==> src/rtl/fetch_unit.sv <==
// rtl/fetch_unit.sv - instruction fetch stage: PC owner, rom read capture, valid/ready output queue
// Optional FETCH_SKID_EN: two-entry queue with credit-based fetch instead of drop-and-replay.
module fetch_unit #(
    parameter int WORD_SIZE = 32,
    parameter int MEMORY_INDEX = 32,
    parameter logic [MEMORY_INDEX-1:0] PC_INIT_VALUE = '0
) (
    input  logic                    clk,
    input  logic                    rst_n,
    output logic [MEMORY_INDEX-1:0] ProgramCounter,
    input  logic [WORD_SIZE-1:0]    InstructionRegister,
    input  logic                    redirect_valid,
    input  logic [MEMORY_INDEX-1:0] redirect_pc,
    output logic                    if_valid,
    input  logic                    if_ready,
    output logic [WORD_SIZE-1:0]    if_instr,
    output logic [MEMORY_INDEX-1:0] if_pc
);

`ifdef FETCH_SKID_EN
    localparam logic [1:0] DEPTH = 2'd2;
`else
    localparam logic [1:0] DEPTH = 2'd1;
`endif
    localparam logic [MEMORY_INDEX-1:0] PC_ONE = {{(MEMORY_INDEX-1){1'b0}}, 1'b1};

    logic [MEMORY_INDEX-1:0] pc_q, pc_d;
    logic [MEMORY_INDEX-1:0] inflight_pc_q, inflight_pc_d;
    logic                    inflight_q, inflight_d;
    logic [1:0]              occ_q, occ_d;
    logic [MEMORY_INDEX-1:0] head_pc_q, head_pc_d, skid_pc_q, skid_pc_d;
    logic [WORD_SIZE-1:0]    head_instr_q, head_instr_d, skid_instr_q, skid_instr_d;

    logic       pop;
    logic [1:0] occ_after_pop;
    logic       accept;
    logic       take;
`ifndef FETCH_SKID_EN
    logic       drop;
`endif

    assign ProgramCounter = pc_q;
    assign if_valid       = (occ_q != 2'd0);
    assign if_pc          = head_pc_q;
    assign if_instr       = head_instr_q;

    always_comb begin
        pop           = if_valid & if_ready;
        occ_after_pop = occ_q - {1'b0, pop};
        accept        = inflight_q & ~redirect_valid & (occ_after_pop < DEPTH);
`ifdef FETCH_SKID_EN
        // Only issue a read if its data is guaranteed a queue slot on arrival.
        take = ~redirect_valid & ((occ_after_pop + {1'b0, accept}) <= 2'd1);
`else
        drop = inflight_q & ~redirect_valid & ~accept;
        take = ~redirect_valid & ~drop;
`endif
    end

    always_comb begin
        pc_d          = pc_q;
        inflight_d    = 1'b0;
        inflight_pc_d = inflight_pc_q;
        occ_d         = occ_after_pop + {1'b0, accept};
        if (redirect_valid) begin
            pc_d  = redirect_pc;
            occ_d = 2'd0;
`ifndef FETCH_SKID_EN
        end else if (drop) begin
            // Replay the dropped word; the read of pc_q issued this cycle is killed.
            pc_d = inflight_pc_q;
`endif
        end else if (take) begin
            inflight_d    = 1'b1;
            inflight_pc_d = pc_q;
            pc_d          = pc_q + PC_ONE;
        end
    end

    always_comb begin
        head_pc_d    = head_pc_q;
        head_instr_d = head_instr_q;
        skid_pc_d    = skid_pc_q;
        skid_instr_d = skid_instr_q;
        if (pop) begin
            head_pc_d    = skid_pc_q;
            head_instr_d = skid_instr_q;
        end
        if (accept) begin
            if (occ_after_pop == 2'd0) begin
                head_pc_d    = inflight_pc_q;
                head_instr_d = InstructionRegister;
            end else begin
                skid_pc_d    = inflight_pc_q;
                skid_instr_d = InstructionRegister;
            end
        end
    end

    always_ff @(posedge clk or negedge rst_n) begin
        if (!rst_n) begin
            pc_q          <= PC_INIT_VALUE;
            inflight_q    <= 1'b0;
            inflight_pc_q <= '0;
            occ_q         <= 2'd0;
            head_pc_q     <= '0;
            head_instr_q  <= '0;
            skid_pc_q     <= '0;
            skid_instr_q  <= '0;
        end else begin
            pc_q          <= pc_d;
            inflight_q    <= inflight_d;
            inflight_pc_q <= inflight_pc_d;
            occ_q         <= occ_d;
            head_pc_q     <= head_pc_d;
            head_instr_q  <= head_instr_d;
            skid_pc_q     <= skid_pc_d;
            skid_instr_q  <= skid_instr_d;
        end
    end

endmodule

==> config.mk <==
export PLATFORM = sky130hd
export DESIGN_NAME = fetch_unit
export DESIGN_NICKNAME = d
export VERILOG_FILES = /design/src/rtl/fetch_unit.sv
export SDC_FILE = /design/constraint.sdc
export NUM_CORES = 1
export LEC_CHECK = 0
export CAP_MARGIN = 10
export CORE_MARGIN = 2
export CORE_UTILIZATION = 46
export CTS_BUF_LIST = sky130_fd_sc_hd__clkbuf_4 sky130_fd_sc_hd__clkbuf_8 sky130_fd_sc_hd__clkbuf_16
export DETAILED_ROUTE_END_ITERATION = 12
export GPL_TIMING_DRIVEN = 0
export PLACE_DENSITY = 0.83
export SLEW_MARGIN = 30
export SYNTH_ARGS = -nofsm -noshare
export SYNTH_HDL_FRONTEND = slang
export SYNTH_SLANG_ARGS = --single-unit
==> constraint.sdc <==
create_clock -name clk -period 2.72 [get_ports clk]
set_input_delay 0.68 -clock clk [delete_from_list [all_inputs] [get_ports clk]]
set_output_delay 0.68 -clock clk [all_outputs]
set_load 0.02 [all_outputs]
==> impl_metrics.tcl, run 1 <==
set metrics [dict create \
    grt_util_all_layers_pct 22.4 \
    core_area_sq_um 17200 \
    final.min_clock_period_ns 2.58 \
    drive_gt1_share_pct 7.57 \
    wire_per_inst_um 16.8 \
    power_mw 10.4 \
    dpl_cell_area_sq_um 10100 \
    dp.cells 1169 \
    die-area_sq_um 18700 \
    vias_per_cell 5.23 \
    critPathArrivalTime_ns 2.88 \
    clockRootBuffer "clkbuf_16" \
    synth_warnings 0 \
    synth_area_sq_um 8090 \
    power.leakage_nw 5.13 \
    drc 0 \
    yosys-top-cells-area "dfrtp_1 60%, mux2i_1 8.3%, nand2_1 8.1%" \
    rrSetupSlack_ns 0.14 \
    area_growth_syn_to_layout_pct 33.3 \
    grt_setup_unrepaired "false" \
    ys_seq_area_share_pct 60.3 \
    cts.htree.levels 4 \
    crit_fanout 10 \
    postSynthNetCount 849 \
    crit_type "reg -> reg" \
    setup_viol 0 \
    die_height_um 137 \
    firstDrtPassIters 5 \
    synth.top_cell.area_share_pct 60.3 \
    synth_cell_types 36 \
    fill_cells 1389 \
    netlist_instances 778 \
    die_x_um 137 \
    utilization_pct 62.5 \
    grt_pass1_wl_um 32200 \
    ys_ff_latch 195 \
    ir_worst_vdd_v 0.000526 \
    grt_start_max_net_pins 81 \
    fmax_mhz 387 \
    gp_congestion 0.910 \
    yosysTopAreaCell "dfrtp_1" \
    worst_pin_slew_ns 0.625 \
    worstSkewPairLatency_ns 0.43 \
    status "complete, no violations" \
    io_buffers 164 \
    cp-end-kind "flop" \
    worst_slack_ns 0.139 \
    worst_hold_path_type "in -> async" \
    reg2reg_depth 13 \
    design_area_sq_um 10800 \
    cts_tree "built" \
    hpwlAfterDp_um 14500 \
    p_per_area_nw_per_um2 962 \
    ios 165 \
    grt_overflow 0 \
    drt_iter0_markers 421 \
    final_hold_viol_count 0 \
    maxCapViolCount 0 \
    finalNonFillerCells 1203 \
    routed_wl_um 20300 \
    diodes 0 \
    fin_crit_sh_pct 94.9 \
    required_ns 3.02 \
    cts_buffers 17 \
    clk_pin_slew_ns 0.07 \
    num_vias 6291 \
    clock-sinks 195 \
    worstSetupStartpointType "flop" \
    crit-reg2reg-capture "occ_q[1]" \
    cts_buffer_depth 2 \
    relSlewSlack_pct 58.4 \
    antenna_left 0 \
    grt_pass1_vias 6228 \
    synth_area_per_cell_sq_um 10.4 \
    skew_ns 0.00743 \
    initial_core_util_pct 46.9 \
    slew_viol_final 0 \
    timing.rr.start "occ_q[1]" \
    fp-row-count 48 \
    final_nets 1036 \
    place_ws_ns -0.847 \
    antenna_found_initial 0 \
]
synth_stat cells (all sizes together):
cell type / instances
a21oi: 11
a22oi: 17
a31oi: 2
and2: 4
and3: 4
buf: 21
clkbuf: 83
dfrtp: 195
ha: 3
inv: 11
mux2i: 67
nand2: 175
nand2b: 1
nand3: 19
nand4: 10
nor2: 9
nor2b: 1
nor3: 5
nor3b: 1
nor4: 9
o21ai: 89
o22ai: 6
o31ai: 2
or2: 2
or4: 2
xnor2: 9
xor2: 20
sequential cells by signal, summed over array words and instances (netlist names):
| register | cells |
|---|---|
| ProgramCounter | 32 |
| if_instr | 32 |
| if_pc | 32 |
| inflight_pc_q | 32 |
| inflight_q | 1 |
| occ_q | 2 |
| skid_instr_q | 32 |
| skid_pc_q | 32 |
cells in the final DEF, fill, tap and decap left out, types with 10 or more instances in the layout:
master | synthesis | layout
mux2i_1 | 67 | 67
a22oi_1 | 17 | 17
nand2_1 | 175 | 173
clkbuf_1 | 83 | 81
dfrtp_1 | 195 | 195
inv_1 | 10 | 10
a21oi_1 | 11 | 11
o21ai_0 | 88 | 88
clkdlybuf4s50_1 | 0 | 163
clkbuf_16 | 0 | 17
xor2_1 | 20 | 20
nand3_1 | 18 | 18
buf_2 | 8 | 12
power breakdown:
group | switching, mW | internal [mW]
clock | 1.08 | 1.52
combinational | 2.01 | 1.65
sequential | 0.558 | 3.54
critical path, stage by stage (launching register included):
cell and delay (ns):
dfrtp_1 0.41, or2_4 0.29, nand2_2 0.11, buf_12 0.11, inv_1 0.06, ha_4 0.28
nand2b_4 0.07, nor3b_4 0.25, buf_6 0.17, buf_4 0.16, ha_1 0.17, xor2_1 0.17
xnor2_1 0.14, nor2_1 0.05
layer usage:
layer  global-route usage (%)  part of all wire [%]  routed length (um)
met5                        0                     0                   0
met4                     8.22                   2.3                 458
met3                     4.74                   7.3                1470
met2                     35.5                    46                9400
met1                     30.6                    44                8930
worst max-delay path by stage:
| stage | to | slack, ns | depth (start not counted) | from |
|---|---|---|---|---|
| final | occ_q[1] | 0.14 | 13 | occ_q[1] |
| after CTS | occ_q[1] | 0.04 | 13 | occ_q[1] |
| after global routing | if_instr[26] | 0.006 | 11 | occ_q[1] |
| after detailed placement | occ_q[1] | -0.85 | 14 | if_ready |
| after global placement | if_instr[18] | -6.88 | 1 | rst_n |
| after floorplan | occ_q[1] | 0.07 | 14 | occ_q[1] |
through the flow:
stage	hold slack, ns	setup TNS [ns]
floorplan	0.384	0
detailed placement	0.447	-85.73
finish	0.137	0
CTS	0.140	0
global placement	0.439	-1419.80
global route	0.154	0
kinds of logic (layout without fill, tap and decap cells):
kind of cell | Yosys count | count (layout) | share of synthesized area, %
flip-flops | 195 | 195 | 60.3
XOR/XNOR | 29 | 29 | 3.14
multiplexers | 67 | 67 | 8.29
AND/OR/NAND/NOR | 242 | 242 | 13.5
buffers and inverters | 115 | 315 | 5.69
adder cells (fa/ha/maj) | 3 | 3 | 0.464
AO/OA/AOI/OAI | 127 | 127 | 8.63
timing repair:
| item | 4_1_cts | 5_1_grt |
|---|---|---|
| hold buffers | 0 | 0 |
| resized for setup | 11 | 7 |
| setup endpoints to repair | 127 | 69 |
| buffers inserted | 2 | 0 |
| gates cloned | 0 | 1 |
| pin swaps | 1 | 1 |
cell type report:
| class | instances | area [sq um] | area share [%] |
|---|---|---|---|
| timing repair buffer | 169 | 1720 | 16.0 |
| sequential | 195 | 4880 | 45.3 |
| tap | 225 | 282 | 2.61 |
| multi-input combinational | 468 | 2790 | 25.9 |
| clock inverter | 12 | 154 | 1.43 |
| clock buffer | 20 | 467 | 4.33 |
| buffer | 103 | 447 | 4.14 |
| inverter | 11 | 41.3 | 0.383 |
Power figures use the tool's default switching activity.
==> run 2: changes to the inputs <==
- SETUP_SLACK_MARGIN: default -> 0.02
==> results of run 2 <==
Final layout, timing and power as in run 1 (identical DEF).
==> run 3: changes to the inputs <==
- SKIP_LAST_GASP: default -> 1
==> results of run 3 <==
Final layout, timing and power as in run 1 (identical DEF).
